File: config.mk
export PLATFORM = sky130hd
export DESIGN_NAME = call_stack
export DESIGN_NICKNAME = d
export VERILOG_FILES = /design/src/rtl/cpu_pkg.sv /design/src/rtl/call_stack_ptr.sv /design/src/rtl/call_stack.sv
export SDC_FILE = /design/constraint.sdc
export NUM_CORES = 1
export LEC_CHECK = 0
export BUFFER_PORTS_ARGS = -buffer_cell sky130_fd_sc_hd__buf_2
export CORE_MARGIN = 5
export CORE_UTILIZATION = 46
export DETAILED_ROUTE_END_ITERATION = 6
export HOLD_SLACK_MARGIN = 0.08
export PLACE_DENSITY = 0.82
export SLEW_MARGIN = 20
export SYNTH_ARGS = -nofsm -noshare
export SYNTH_HDL_FRONTEND = slang
export SYNTH_HIERARCHICAL = 1
export SYNTH_SLANG_ARGS = --single-unit
File: constraint.sdc
create_clock -name clk -period 1.3 [get_ports clk]
set_input_delay 0.195 -clock clk [delete_from_list [all_inputs] [get_ports clk]]
set_output_delay 0.195 -clock clk [all_outputs]
set_load 0.02 [all_outputs]
File: src/rtl/cpu_pkg.sv
// Constants shared by the instruction sequencer and the return-address stack.
package cpu_pkg;

  localparam int unsigned PC_W = 9;
  localparam logic [PC_W-1:0] RST_VEC = 9'h1FF;

  localparam logic [3:0] OP_CALL  = 4'b1001;
  localparam logic [3:0] OP_RETLW = 4'b1000;

  localparam int unsigned STACK_DEPTH = 2;

endpackage

File: src/rtl/call_stack_ptr.sv
// Write pointer and depth counter for the circular return-address stack,
// plus the full/empty decode.
module call_stack_ptr #(
  parameter int unsigned DEPTH = 2
) (
  input  logic                     clk,
  input  logic                     rst,
  input  logic                     push_i,
  input  logic                     pop_i,
  output logic [$clog2(DEPTH)-1:0] sp_o,
  output logic [$clog2(DEPTH)-1:0] top_o,
  output logic [$clog2(DEPTH):0]   depth_o,
  output logic                     full_o,
  output logic                     empty_o
);

  localparam int unsigned SP_W = $clog2(DEPTH);
  localparam int unsigned DW   = SP_W + 1;

  logic [SP_W-1:0] sp_q, sp_d;
  logic [DW-1:0]   depth_q, depth_d;
  logic            eff_push, eff_pop;

  assign full_o  = (depth_q == DW'(DEPTH));
  assign empty_o = (depth_q == '0);
  assign sp_o    = sp_q;
  assign top_o   = sp_q - SP_W'(1);
  assign depth_o = depth_q;

  // Simultaneous push/pop on a non-empty stack replaces the top in place;
  // on an empty stack it degenerates into a plain push.
  assign eff_push = push_i & (~pop_i | empty_o);
  assign eff_pop  = pop_i & ~push_i;

  always_comb begin
    sp_d    = sp_q;
    depth_d = depth_q;
    if (eff_push) begin
      sp_d = sp_q + SP_W'(1);
      if (!full_o) depth_d = depth_q + DW'(1);
    end else if (eff_pop) begin
      sp_d = sp_q - SP_W'(1);
      if (!empty_o) depth_d = depth_q - DW'(1);
    end
  end

  always_ff @(posedge clk) begin
    if (rst) begin
      sp_q    <= '0;
      depth_q <= '0;
    end else begin
      sp_q    <= sp_d;
      depth_q <= depth_d;
    end
  end

endmodule

File: src/rtl/call_stack.sv
// PIC-style circular return-address stack: flop entry array, zero-latency
// top-of-stack read and sticky overflow/underflow flags for debug.
module call_stack
  import cpu_pkg::*;
#(
  parameter int unsigned     DEPTH   = cpu_pkg::STACK_DEPTH,
  parameter int unsigned     AW      = cpu_pkg::PC_W,
  parameter logic [AW-1:0]   RST_VEC = cpu_pkg::RST_VEC
) (
  input  logic                   clk,
  input  logic                   rst,
  input  logic                   push,
  input  logic                   pop,
  input  logic [AW-1:0]          stack_psh,
  output logic [AW-1:0]          stack_pop,
  input  logic                   clr_flags,
  output logic [$clog2(DEPTH):0] depth,
  output logic                   full,
  output logic                   empty,
  output logic                   ovf,
  output logic                   unf
);

  localparam int unsigned SP_W = $clog2(DEPTH);

  logic [AW-1:0]   mem_q [DEPTH];
  logic [AW-1:0]   mem_d [DEPTH];
  logic [SP_W-1:0] sp, top, wr_idx;
  logic            ovf_q, ovf_d, unf_q, unf_d;
  logic            ovf_set, unf_set;

  call_stack_ptr #(
    .DEPTH (DEPTH)
  ) u_ptr (
    .clk     (clk),
    .rst     (rst),
    .push_i  (push),
    .pop_i   (pop),
    .sp_o    (sp),
    .top_o   (top),
    .depth_o (depth),
    .full_o  (full),
    .empty_o (empty)
  );

  assign stack_pop = mem_q[top];
  assign ovf       = ovf_q;
  assign unf       = unf_q;

  assign wr_idx  = (pop && !empty) ? top : sp;
  assign ovf_set = push & ~pop & full;
  assign unf_set = pop & ~push & empty;

  always_comb begin
    mem_d = mem_q;
    if (push) mem_d[wr_idx] = stack_psh;
  end

  // Flag set beats a same-cycle clear.
  always_comb begin
    ovf_d = ovf_q;
    unf_d = unf_q;
    if (clr_flags) begin
      ovf_d = 1'b0;
      unf_d = 1'b0;
    end
    if (ovf_set) ovf_d = 1'b1;
    if (unf_set) unf_d = 1'b1;
  end

  always_ff @(posedge clk) begin
    if (rst) begin
      for (int i = 0; i < int'(DEPTH); i++) mem_q[i] <= RST_VEC;
      ovf_q <= 1'b0;
      unf_q <= 1'b0;
    end else begin
      for (int i = 0; i < int'(DEPTH); i++) mem_q[i] <= mem_d[i];
      ovf_q <= ovf_d;
      unf_q <= unf_d;
    end
  end

endmodule

Word-level counts from Yosys, hierarchy flattened. Cells that the tools add are included.

Bits of input ports: 14. Bits in registers: 23. Logic and storage cells: 50.

Multiplexer cells: 16. Reduce and logical (&&, ||, !) cells: 8. Bitwise gates (word level): 10. Order comparisons: 3. Equal/unequal tests: 3. Add/sub/neg operators: 4.

Operators by type and width (number): $mux 9 (4); $bwmux 18 (1); $demux 9 s1 (1); $mux 2 (4); $mux 1 (6); $reduce_bool 2->1 (3); $and 1x1->1 (5); $ge 2x2->1 const B (2); $not 1->2 (2); $reduce_and 3->1 (1); $add 2x1->2 const B (1); $eq 2x2->1 const B (1); $logic_and 1x1->1 (2); $logic_not 2->1 (1); $lt 2x1->1 const B (1); $ne 2x1->1 const B (1); $ne 2x2->1 const B (1); $not 1->1 (2); $sub 2x1->2 const B (1); $add 1x1->1 const B (1); $logic_not 1->1 (1); $or 1x1->1 (1); $sub 1x1->1 const B (1).

Logic depth before layout (Yosys ltp).
Depth after elaboration: 10. Gate-level depth with buffers: 6. Mapped depth without buffers: 4.

Hierarchy. Netlist, hierarchy kept.

Modules (own cells, without submodules): call_stack (instances 1, seq. area each 400.4 µm², cells each 76, area an instance 898.4 µm²); call_stack_ptr (instances 1, seq. area each 60.1 µm², cells each 23, area an instance 200.2 µm²).

Least setup slack after synthesis. Ideal clock, no wire load.

Kind: register -> register. From: reg u_ptr.depth_q[1] (netlist: u_ptr/depth_o[1]). To: reg mem_q[0] (netlist bit). Setup time: 0.122 ns. Path slack: -0.573 ns. Arrival: 1.752 ns. Cell stages (with the launch flop): 6. Required time: 1.178 ns. Path buffers: 1. Cells stage by stage: dfxtp_1 -> buf_6 -> nor2_1 -> nor2b_4 -> mux2_4 -> a221o_1.

Longest elaborated chain between the ends: 10. Elaborated cells on any way between the ends: 11. Classes of those cells: order compare (2); mux (4); bitwise (1); reduce/logical (4).

RTL lines: from (decl) (line call_stack_ptr.sv:21) `logic [DW-1:0] depth_q, depth_d;`; from (signal assigned) (line call_stack_ptr.sv:53) `depth_q <= depth_d;`; $logic_not 2->1 (*) (line call_stack_ptr.sv:25) `assign empty_o = (depth_q == '0);`; net empty (line call_stack.sv:19) `output logic empty,`; $logic_not 1->1 (*); $logic_and 1x1->1 (*) (line call_stack.sv:50) `assign wr_idx = (pop && !empty) ? top : sp;`; $mux 1 (*) (line call_stack.sv:50); $not 1->2 (implied by the code) (*) (line call_stack.sv:56) `if (push) mem_d[wr_idx] = stack_psh;`; $ge 2x2->1 (implied by the code) / $lt 2x1->1 (equally long branches) (line call_stack.sv:56); $logic_and 1x1->1 (implied by the code) (line call_stack.sv:56); $mux 9 (implied by the code) (line call_stack.sv:56); $demux 9 s1 (*) (line call_stack.sv:56); $bwmux 18 (*) (line call_stack.sv:56); to (decl) (line call_stack.sv:26) `logic [AW-1:0] mem_q [DEPTH];`.

The timed path passes the listed nets; every way through them passes the cells marked *. A chain may end at the register's enable or synchronous reset.

Worst setup path in the final report.
From: reg u_ptr.sp_q (netlist: u_ptr/sp_o). To: out stack_pop[3].

Longest elaborated chain between the ends: 5.

RTL lines: from (decl) (line call_stack_ptr.sv:20) `logic [SP_W-1:0] sp_q, sp_d;`; from (signal assigned) (line call_stack_ptr.sv:52) `sp_q <= sp_d;`; $sub 1x1->1 (line call_stack_ptr.sv:27) `assign top_o = sp_q - SP_W'(1);`; net top (line call_stack.sv:28) `logic [SP_W-1:0] sp, top, wr_idx;`; $not 1->2 (implied by the code) (line call_stack.sv:46) `assign stack_pop = mem_q[top];`; $mux 9 (implied by the code) (3 in series) (line call_stack.sv:46); to (decl) (line call_stack.sv:15) `output logic [AW-1:0] stack_pop,`.

The timed path passes the listed nets, and every way through them passes these cells. The select of a mux whose other input is x is not followed.

==> results.cfg <==
[drt]
wl_mm = 3.41
viasPerCell = 5.94
wl_per_cell_microns = 19.0
drtIter0Drc = 53
dr_total_vias = 1069
drc_errors = 0
drt_pass1_iterations = 4
ant_nets = 0

[die]
die_area_sq_mm = 0.00347
rows = 17
die_h_microns = 58.9
start_util_pct = 48.7
io_pins = 29
core_area_sq_mm = 0.00225
dieWidth_microns = 58.9

[power]
seqPwrFrac_pct = 43.1
p_comb_share_pct = 38.4
ir_drop_uv = 904
switching_share_pct = 32.9
p_leak_uw = 0.000725
p_switching_uw = 629
p_clk_share_pct = 18.6
cellInternalPower_uw = 1280
p_per_area_mw_per_mm2 = 1140

[cts]
cts-root-buf = clkbuf_4
cts_tree = yes
clk_latency_ps = 330
clock_sinks = 23
holdBufCountCts = 0
htreeDepth = 1
cts_buffer_depth = 2
cts-buffers-inserted = 3
clkTransAtPathRegs_ps = 140

[yosys]
synth-seq-cells = 23
ys_types = 28
syn_nets = 113
syn_area_sq_mm = 0.00110
ys_seq_area_share_pct = 41.9
avgSynthCellArea_sq_um = 11.1
syn-instance-count = 99
synth_warnings = 6

[grt]
grt_pass1_vias = 959
grt_max_degree = 25
grt_pass1_wl_mm = 4.44
use_met3_pct = 3.95
antenna_found_initial = 0
gr-usage-all-layers_pct = 16.7
grtUsageMet1_pct = 19.7
grt_busiest_layer = met2
use_met2_pct = 29.5
grt-ovfl-total = 0

[critical_path]
critical_path_class = reg2out
worstPathArrival_ps = 1350
cp_max_fo = 7
startpoint_type = flop
crit_path_end_kind = output pin
cp.required_ps = 1110

[sta]
hold_viol_final = 0
fmax_ghz = 0.648
maxSlewViolCount = 0
worst_slack_ps = -244
clock_skew_ps = 3.13
period_share_pct = 119
worst_slew_pin_slew_ps = 441
slew_headroom_pct = 70.6
setup-violations-final = 27
rsz0062_at_grt = true
period_needed_ps = 1540
tns_ps = -3780

[place]
hpwlAfterDp_mm = 1.78
dpl_cell_area_sq_mm = 0.00131
port_buffers = 28
dp_cells = 158
globalplace.congestion = 0.787

[run_status]
violations = negative setup slack
status = complete, but fails checks

[layout]
area_growth_pct = 53.3
diodes = 0
final_core_util_pct = 74.7
final_cell_area_sq_mm = 0.00168
layout-drive-gt1-share_pct = 61.2
final_common_cell = dfxtp_1
layout_common_cells = 20 x dfxtp_1, 18 x a221o_1, 18 x buf_6
layout.cells.non_filler = 180
final_nets = 167

[min_path]
hold_class = in2reg

[run]
drv_cap = 0
==> critical path: stages (launching register included) <==
cell     delay, ps
dfxtp_2        360
inv_4           80
buf_8          140
mux2_4         310
buf_6          130
==> state kept, by name (all words and copies together), names as in the netlist <==
| register | count |
|---|---|
| u_ptr/sp_o | 1 |
| unf | 1 |
| ovf | 1 |
| mem_q | 18 |
| u_ptr/depth_o | 2 |
==> kinds of logic (layout without fill, tap and decap cells) <==
kind of cell	Yosys count	after routing	synth area share [%]
AND/OR/NAND/NOR	26	26	15.7
multiplexers	12	13	12.9
XOR/XNOR	1	1	0.797
AO/OA/AOI/OAI	29	32	23.6
buffers and inverters	8	57	5.12
flip-flops	23	23	41.9
==> final cells by class <==
cell class              count  area (sq um)
well taps                  28          35.0
multi-input cells          72           726
fillers                   153           571
clock buffers               3          22.5
flip-flops and latches     23           467
inverters                   2          13.8
repair buffers             51           415
clock inverters             1          5.00
==> final timing paths <==
check                                                    from                    end  slack (ps)  depth (start not counted)
worst max-delay path                  u_ptr/sp_o$_SDFFE_PP0P_           stack_pop[3]        -240                          4
worst min-delay path                                clr_flags       unf$_SDFFE_PP0P_         120                          3
worst max register to register  u_ptr/depth_o[0]$_SDFFE_PP0P_  mem_q[7]$_SDFFE_PP1P_        -150                          4
worst min register to register               unf$_SDFFE_PP0P_       unf$_SDFFE_PP0P_         480                          2
==> what timing repair did <==
action,4_1_cts,5_1_grt
pin swaps,0,17
gates cloned,1,3
setup endpoints to repair,29,29
gates resized for setup,36,20
buffers inserted,3,12
==> cells in the mapped netlist <==
| cell | count | area, sq um |
|---|---|---|
| mux2i_1 | 1 | 10.0 |
| a21oi_1 | 5 | 25.0 |
| nand2_1 | 2 | 7.51 |
| xor2_1 | 1 | 8.76 |
| nor2b_4 | 1 | 13.8 |
| nor2b_1 | 2 | 12.5 |
| dlygate4sd1_1 | 1 | 8.76 |
| o211ai_2 | 2 | 25.0 |
| and2_2 | 8 | 60.1 |
| nand2_2 | 1 | 6.26 |
| o21ai_2 | 1 | 8.76 |
| a221o_1 | 18 | 180 |
| o21ai_1 | 1 | 5.00 |
| mux2_4 | 2 | 30.0 |
| buf_2 | 1 | 5.00 |
| and2_1 | 1 | 6.26 |
| dlymetal6s2s_1 | 1 | 12.5 |
| nand3b_1 | 3 | 22.5 |
| dfxtp_1 | 23 | 460 |
| o21a_1 | 2 | 15.0 |
| inv_1 | 2 | 7.51 |
| clkbuf_1 | 1 | 3.75 |
| mux2_2 | 9 | 101 |
| nor3_2 | 1 | 10.0 |
| nand2b_1 | 3 | 18.8 |
| buf_6 | 1 | 11.3 |
| nor2_1 | 4 | 15.0 |
| buf_4 | 1 | 7.51 |
==> per-stage QoR <==
stage	power (uW)	setup slack [ps]	hold WS, ps
final	1910	-244	118
after global routing	1990	-284	127
after CTS	1730	-226	141
after floorplan	1150	-237	255
after global placement	1270	-93.2	454
after detailed placement	1290	-125	461
==> power groups by stage <==
stage | Combinational (uW) | Clock [uW] | Sequential [uW]
6_report | 734 | 356 | 824
5_1_grt | 774 | 389 | 830
4_1_cts | 578 | 339 | 816
3_5_place_dp | 459 | 0 | 828
3_3_place_gp | 450 | 0 | 825
2_1_floorplan | 318 | 0 | 829
==> layer usage <==
metal	up-vias	share of wire (%)	wire, microns
met5	-	0	0
met4	0	3.0	104
met3	9	7.8	266
met2	56	48	1640
met1	509	41	1400
li1	495	-	-
(Power assumes the default switching activity.)
